### config.mk
export PLATFORM = sky130hd
export DESIGN_NAME = pipeline_debug_ctrl
export DESIGN_NICKNAME = d
export VERILOG_FILES = /design/src/rtl/debug_pkg.sv /design/src/rtl/debug_frame_tx.sv /design/src/rtl/pipeline_debug_ctrl.sv
export SDC_FILE = /design/constraint.sdc
export NUM_CORES = 1
export LEC_CHECK = 0
export BUFFER_PORTS_ARGS = -buffer_cell sky130_fd_sc_hd__buf_2
export CAP_MARGIN = 20
export CORE_AREA = 2 2 179 137
export DETAILED_ROUTE_END_ITERATION = 12
export DIE_AREA = 0 0 181 139
export MAX_ROUTING_LAYER = met4
export PLACE_DENSITY = 0.63
export SLEW_MARGIN = 15
export SYNTH_ARGS = -nofsm -noshare
export SYNTH_HDL_FRONTEND = slang
export SYNTH_SLANG_ARGS = --single-unit
### constraint.sdc
create_clock -name clk -period 3.24 [get_ports clk]
set_clock_uncertainty 0.15 [all_clocks]
set_input_delay 0.324 -clock clk [delete_from_list [all_inputs] [get_ports clk]]
set_output_delay 0.324 -clock clk [all_outputs]
set_load 0.02 [all_outputs]
### src/rtl/debug_pkg.sv
// debug_pkg
// Shared definitions for the pipeline debug controller: UART command bytes,
// debug frame layout constants, the controller state encoding and the default
// opcode that marks the end of a program.
package debug_pkg;

    // Command bytes received from the UART receiver
    localparam logic [7:0] CMD_RUN   = 8'h63;  // 'c'
    localparam logic [7:0] CMD_STEP  = 8'h73;  // 's'
    localparam logic [7:0] CMD_PAUSE = 8'h68;  // 'h'
    localparam logic [7:0] CMD_DUMP  = 8'h64;  // 'd'

    // Frame layout: header byte followed by FRAME_WORDS words, MSB byte first
    localparam logic [7:0]  FRAME_HDR   = 8'hA5;
    localparam int unsigned FRAME_WORDS = 5;
    localparam int unsigned FRAME_BYTES = 21;

    localparam logic [5:0] HALT_OP_DEFAULT = 6'h3F;

    typedef enum logic [2:0] {
        ST_IDLE,
        ST_RUN,
        ST_STEP,
        ST_SNAP,
        ST_SEND,
        ST_DONE
    } dbg_state_t;

endpackage

### src/rtl/debug_frame_tx.sv
// debug_frame_tx
// Captures a five-word pipeline snapshot on `start` and serialises it as a
// debug frame (header, then each word MSB byte first) over a valid/ready
// byte handshake.
// Ports:
//   clk, reset         - clock, synchronous active-low reset
//   start              - one-cycle pulse: capture words and begin a frame
//   w_cycle .. w_wb    - snapshot words, in frame order
//   tx_data, tx_valid  - registered byte stream towards the UART transmitter
//   tx_ready           - transmitter accepts the current byte
//   done               - pulse in the cycle the last byte is accepted
module debug_frame_tx
    import debug_pkg::*;
#(
    parameter int unsigned B = 32
) (
    input  logic         clk,
    input  logic         reset,
    input  logic         start,
    input  logic [B-1:0] w_cycle,
    input  logic [B-1:0] w_pc,
    input  logic [B-1:0] w_instr,
    input  logic [B-1:0] w_alu,
    input  logic [B-1:0] w_wb,
    output logic [7:0]   tx_data,
    output logic         tx_valid,
    input  logic         tx_ready,
    output logic         done
);

    localparam int unsigned SNAP_W = FRAME_WORDS * B;

    // Snapshot is held as one vector and consumed from the top, so the byte
    // for the next transfer is always the upper byte.
    logic [SNAP_W-1:0] snap;
    logic [4:0]        idx;
    logic              xfer;
    logic              last;

    assign xfer = tx_valid & tx_ready;
    assign last = (idx == 5'(FRAME_BYTES - 1));
    assign done = xfer & last;

    always_ff @(posedge clk) begin
        if (!reset) begin
            snap     <= '0;
            idx      <= '0;
            tx_valid <= 1'b0;
            tx_data  <= '0;
        end else if (start) begin
            snap     <= {w_cycle, w_pc, w_instr, w_alu, w_wb};
            idx      <= '0;
            tx_valid <= 1'b1;
            tx_data  <= FRAME_HDR;
        end else if (xfer) begin
            if (last) begin
                idx      <= '0;
                tx_valid <= 1'b0;
                tx_data  <= '0;
            end else begin
                idx      <= idx + 5'd1;
                tx_data  <= snap[SNAP_W-1 -: 8];
                snap     <= snap << 8;
            end
        end
    end

endmodule

### src/rtl/pipeline_debug_ctrl.sv
// pipeline_debug_ctrl
// Run/step/halt controller for the 5-stage pipeline. Decodes single-byte UART
// commands, drives the global pipeline advance enable, counts enabled cycles,
// detects the HALT opcode in IF/ID and sends a snapshot frame on halt, pause,
// step completion or dump request.
// Ports:
//   clk, reset            - clock, synchronous active-low reset
//   rx_data, rx_valid     - command byte from the UART receiver
//   tx_data, tx_valid,
//   tx_ready              - frame byte handshake to the UART transmitter
//   pc_if, instr_ifid,
//   alu_exmem, wb_data    - pipeline state captured into the snapshot
//   pipe_en               - pipeline advance enable (combinational)
//   halted                - program reached HALT_OP (sticky until reset)
//   busy                  - frame transmission in progress
module pipeline_debug_ctrl
    import debug_pkg::*;
#(
    parameter int unsigned B       = 32,
    parameter logic [5:0]  HALT_OP = HALT_OP_DEFAULT
) (
    input  logic         clk,
    input  logic         reset,
    input  logic [7:0]   rx_data,
    input  logic         rx_valid,
    output logic [7:0]   tx_data,
    output logic         tx_valid,
    input  logic         tx_ready,
    input  logic [B-1:0] pc_if,
    input  logic [B-1:0] instr_ifid,
    input  logic [B-1:0] alu_exmem,
    input  logic [B-1:0] wb_data,
    output logic         pipe_en,
    output logic         halted,
    output logic         busy
);

    dbg_state_t  state;
    logic [31:0] cycle_cnt;
    logic        halt_det;
    logic        frame_done;
    logic        cmd_run;
    logic        cmd_step;
    logic        cmd_pause;
    logic        cmd_dump;

    assign cmd_run   = rx_valid && (rx_data == CMD_RUN);
    assign cmd_step  = rx_valid && (rx_data == CMD_STEP);
    assign cmd_pause = rx_valid && (rx_data == CMD_PAUSE);
    assign cmd_dump  = rx_valid && (rx_data == CMD_DUMP);

    assign halt_det = (instr_ifid[B-1 -: 6] == HALT_OP);

    // Halt gates the enable in the same cycle so the HALT instruction stays
    // in IF/ID and lands in the snapshot.
    assign pipe_en = (state == ST_STEP) || ((state == ST_RUN) && !halt_det);
    assign busy    = (state == ST_SEND);

    always_ff @(posedge clk) begin
        if (!reset) begin
            state     <= ST_IDLE;
            halted    <= 1'b0;
            cycle_cnt <= '0;
        end else begin
            if (pipe_en && (cycle_cnt != '1))
                cycle_cnt <= cycle_cnt + 32'd1;

            case (state)
                ST_IDLE: begin
                    if (cmd_run)
                        state <= ST_RUN;
                    else if (cmd_step)
                        state <= ST_STEP;
                    else if (cmd_dump)
                        state <= ST_SNAP;
                end
                ST_RUN: begin
                    // Halt outranks a simultaneous pause.
                    if (halt_det) begin
                        state  <= ST_SNAP;
                        halted <= 1'b1;
                    end else if (cmd_pause) begin
                        state <= ST_SNAP;
                    end
                end
                ST_STEP: state <= ST_SNAP;
                ST_SNAP: state <= ST_SEND;
                ST_SEND: begin
                    if (frame_done)
                        state <= halted ? ST_DONE : ST_IDLE;
                end
                ST_DONE: begin
                    if (cmd_dump)
                        state <= ST_SNAP;
                end
                default: state <= ST_IDLE;
            endcase
        end
    end

    debug_frame_tx #(
        .B (B)
    ) u_frame_tx (
        .clk      (clk),
        .reset    (reset),
        .start    (state == ST_SNAP),
        .w_cycle  (B'(cycle_cnt)),
        .w_pc     (pc_if),
        .w_instr  (instr_ifid),
        .w_alu    (alu_exmem),
        .w_wb     (wb_data),
        .tx_data  (tx_data),
        .tx_valid (tx_valid),
        .tx_ready (tx_ready),
        .done     (frame_done)
    );

endmodule

==> results by stage <==
Status:
- The run finished with clean final reports.

Synthesis:
- The cell area after synthesis is 9260 um^2.
- The most used flip-flop cell after synthesis is sky130_fd_sc_hd__dfxtp_1.
- The proportion of register bits with asynchronous set or reset after synthesis is 0%.
- After synthesis, the netlist uses 56 different library cells.
- The yosys synthesis warning count is 0.
- The per-instance average area after synthesis is 7.84 um^2.
- The synthesized design contains 0 enable-type register cells.
- The portion of the post-synthesis area used by sequential elements is 45.4%.
- After synthesis the netlist holds a flip-flop and latch count of 210.
- The synthesized net count is 1324.
- The number of instances in the synthesized netlist is 1181.

Clocking:
- The post-cts sizing count is 0.
- The largest buffer count on any clock path is 3.
- Counting the buffers created by CTS gives 23.
- The maximum level of the CTS H-tree is 1.
- The number of setup buffers added after CTS is 0.
- The source-to-sink clock delay at the later pin of the worst-skew pair is 0.51 ns.
- CTS placed an instance of sky130_fd_sc_hd__clkbuf_16 at the clock tree root.
- After clock tree synthesis, the clock-pin slew on the worst setup and hold paths is 0.06 ns.
- TritonCTS built the clock tree.
- The clock sink total is 210.

Critical path:
- The critical setup path kind is input pin to flip-flop.
- In this run the worst path has a maximum fanout of 19.
- For the worst setup path, the data required time is 3.52 ns.
- The worst register-to-register path begins at state[0].
- The element type at the critical path start is an input pin.
- The worst setup path is captured at a flip-flop.
- Across all register-to-register paths, the minimum setup slack is 0.81 ns.
- At the worst endpoint, the arrival time is 2.78 ns.
- For the worst flop-to-flop path, the logic depth is 5.
- The end of the worst register-to-register path is cycle_cnt[30].

Routing:
- The number of vias per cell is 5.45.
- The average wire per standard cell is 16.0 um.
- The post-route DRC violation count is 0.
- For this block, the initial DRC count from the detailed router was 739.
- The wire length after detailed routing is 27300 um.
- The total via count in the routed design is 9328.
- The first TritonRoute pass finished after 5 iterations.
- The remaining antenna violation count after routing is 0.

Floorplan:
- The die is 181 um wide.
- The initial core utilization is 39.3%.
- The count of standard-cell rows is 49.
- 152 I/O pins were placed.
- The die footprint is 25200 um^2.
- The floorplan step set the die height to 139 um.
- The floorplan step defined a core boundary enclosing 23500 um^2.

GRT:
- The number of antenna violations at the first check in global routing is 0.
- The via count of the first global-routing pass is 8575.
- Global routing consumed, over all layers together, 21.5% of the routing resources.
- The first-pass GRT wire length is 44300 um.
- The global-route congestion overflow total is 0.
- Entering global routing, the biggest net connects 166 pins.

Place:
- The HPWL after detailed placement is 16000 um.
- The count of buffers added on input and output ports is 151.
- Routability-driven placement finished with a final weighted congestion of 0.843.

Run:
- Max-cap violations in this run came to 0.

Layout:
- The library cells used most frequently in the layout, excluding fill and tap cells, are sky130_fd_sc_hd__nand2_1 (335), sky130_fd_sc_hd__dfxtp_1 (210), sky130_fd_sc_hd__nor2_1 (170).
- At the end of the flow, the number of nets in the layout was 1537.
- The fraction of layout cells with a size suffix above 1 is 15.4%.
- The commonest non-fill, non-tap cell in the layout is sky130_fd_sc_hd__nand2_1.
- Fill cells in the final layout number 2221.
- The final core utilization is 51.7%.
- The antenna diode count is 0.
- From synthesis to final layout, the design area changed by 31.4%.

Pwr:
- IR analysis of the VDD net gives a maximum drop of 0.000279 V.
- The static leakage is 4.27 nW.
- The power per standard cell area is 444 nW/um^2.

Min path:
- The start point of the worst min-delay path is instr_ifid[26].
- The worst hold path passes through 3 cells.
- The path with the worst hold slack has its endpoint at halted.
- The worst min-delay path category is input pin to flip-flop.

Timing:
- Setup violations remaining at the end of the flow were counted as 0.
- Headroom to the max-slew limit came out at 37.5%.
- The final critical path takes up 77.1% of the cycle.
- The clock period minus worst slack is 2.50 ns.
- For the pin with the worst max-slew slack, the measured transition is 0.936 ns.
- The final max-slew violation count is 0.
- Static timing analysis puts the maximum clock frequency at 400 MHz.
- The final hold violation count is 0.
- Setup repair after global routing left no endpoint under its margin.
- The final-layout setup total negative slack is 0 ns.
## worst max path at each step
stage	to	from
floorplan	cycle_cnt[0]	cycle_cnt[0]
global placement	cycle_cnt[16]	instr_ifid[30]
detailed placement	cycle_cnt[16]	instr_ifid[28]
CTS	cycle_cnt[12]	instr_ifid[30]
global route	cycle_cnt[30]	instr_ifid[28]
finish	cycle_cnt[30]	instr_ifid[30]
## layout make-up
type | instances | area (um^2) | share of cell area (%)
inverters | 5 | 23.8 | 0.195
clock buffers | 35 | 671 | 5.51
repair buffers | 290 | 2190 | 18.0
well taps | 306 | 383 | 3.15
clock inverters | 3 | 43.8 | 0.360
multi-input cells | 864 | 4640 | 38.2
flip-flops and latches | 210 | 4200 | 34.6
## cell families after synthesis
kind of cell,count (synthesis),synth area share [%]
flops,210,45.4
buf+inv,107,4.61
simple gates,610,27.9
fa+ha+maj,3,0.406
xor+xnor,5,0.473
mux,4,0.433
compound gates,242,20.7
## where the power goes
group | total (mW) | switching, mW | internal, mW
Combinational | 0.284 | 0.116 | 0.168
Sequential | 2.58 | 0.000966 | 2.58
Clock | 2.53 | 1.03 | 1.50
## through the flow
stage          hold WS, ns  cells  worst slack (ns)  area (um^2)  total power, mW
5_1_grt             0.0219   1713             0.544        12200             5.56
3_5_place_dp         0.312   1552             0.806        10200             2.80
2_1_floorplan        0.298   1181              1.09         9260             2.69
6_report            0.0209   1713             0.742        12200             5.39
4_1_cts            0.00577   1713             0.744        12200             5.44
3_3_place_gp         0.307   1552             0.822        10200             2.80
## worst max-delay path, cell delays in order
cell	delay, ns
sky130_fd_sc_hd__dlygate4sd3_1	0.55
sky130_fd_sc_hd__buf_2	0.15
sky130_fd_sc_hd__and4_1	0.26
sky130_fd_sc_hd__a211oi_4	0.37
sky130_fd_sc_hd__nand3_2	0.37
sky130_fd_sc_hd__or4_1	0.60
sky130_fd_sc_hd__a21oi_1	0.15
## layer usage
layer | wire, um | part of all wire [%] | global-route usage [%]
met5 | 0 | 0 | -
met2 | 11900 | 44 | 31.8
met1 | 13500 | 50 | 31.0
met3 | 1250 | 4.6 | 2.73
met4 | 609 | 2.2 | 5.18
## sequential cells by signal, summed over array words and instances, names as in the netlist
register	cells
state	3
u_frame_tx.tx_valid	1
halted	1
u_frame_tx.snap	160
cycle_cnt	32
u_frame_tx.idx	5
u_frame_tx.tx_data	8
## cells in the mapped netlist, types with 2 or more instances
cell type | instances | share of area (%)
sky130_fd_sc_hd__a22oi_1 | 4 | 0.32
sky130_fd_sc_hd__o41ai_1 | 2 | 0.19
sky130_fd_sc_hd__and2_1 | 3 | 0.20
sky130_fd_sc_hd__buf_2 | 4 | 0.22
sky130_fd_sc_hd__nand2_1 | 336 | 14
sky130_fd_sc_hd__inv_1 | 4 | 0.16
sky130_fd_sc_hd__or4_1 | 11 | 0.89
sky130_fd_sc_hd__nor4_1 | 2 | 0.14
sky130_fd_sc_hd__nand4b_1 | 2 | 0.19
sky130_fd_sc_hd__nor3_1 | 6 | 0.32
sky130_fd_sc_hd__a311oi_1 | 152 | 14
sky130_fd_sc_hd__nand3_1 | 23 | 1.2
sky130_fd_sc_hd__a21oi_2 | 4 | 0.38
sky130_fd_sc_hd__or3_1 | 15 | 1.0
sky130_fd_sc_hd__ha_1 | 3 | 0.41
sky130_fd_sc_hd__o21ai_1 | 6 | 0.32
sky130_fd_sc_hd__o31ai_1 | 10 | 0.81
sky130_fd_sc_hd__nand4_1 | 10 | 0.68
sky130_fd_sc_hd__and4_1 | 7 | 0.66
sky130_fd_sc_hd__a221oi_1 | 5 | 0.47
sky130_fd_sc_hd__buf_1 | 2 | 0.081
sky130_fd_sc_hd__nor2_1 | 171 | 6.9
sky130_fd_sc_hd__o21ai_2 | 3 | 0.28
sky130_fd_sc_hd__and3_1 | 6 | 0.41
sky130_fd_sc_hd__nor3b_1 | 3 | 0.24
sky130_fd_sc_hd__a21oi_1 | 38 | 2.1
sky130_fd_sc_hd__dfxtp_1 | 210 | 45
sky130_fd_sc_hd__nand2b_1 | 3 | 0.20
sky130_fd_sc_hd__clkbuf_1 | 94 | 3.8
sky130_fd_sc_hd__mux2i_1 | 4 | 0.43
sky130_fd_sc_hd__xor2_1 | 4 | 0.38
sky130_fd_sc_hd__o21ai_0 | 10 | 0.54
## repair_timing
action	4_1_cts	5_1_grt
hold buffers	123	0
setup endpoints to repair	0	0
endpoints found under the hold margin	123	0
(Power assumes the default switching activity.)
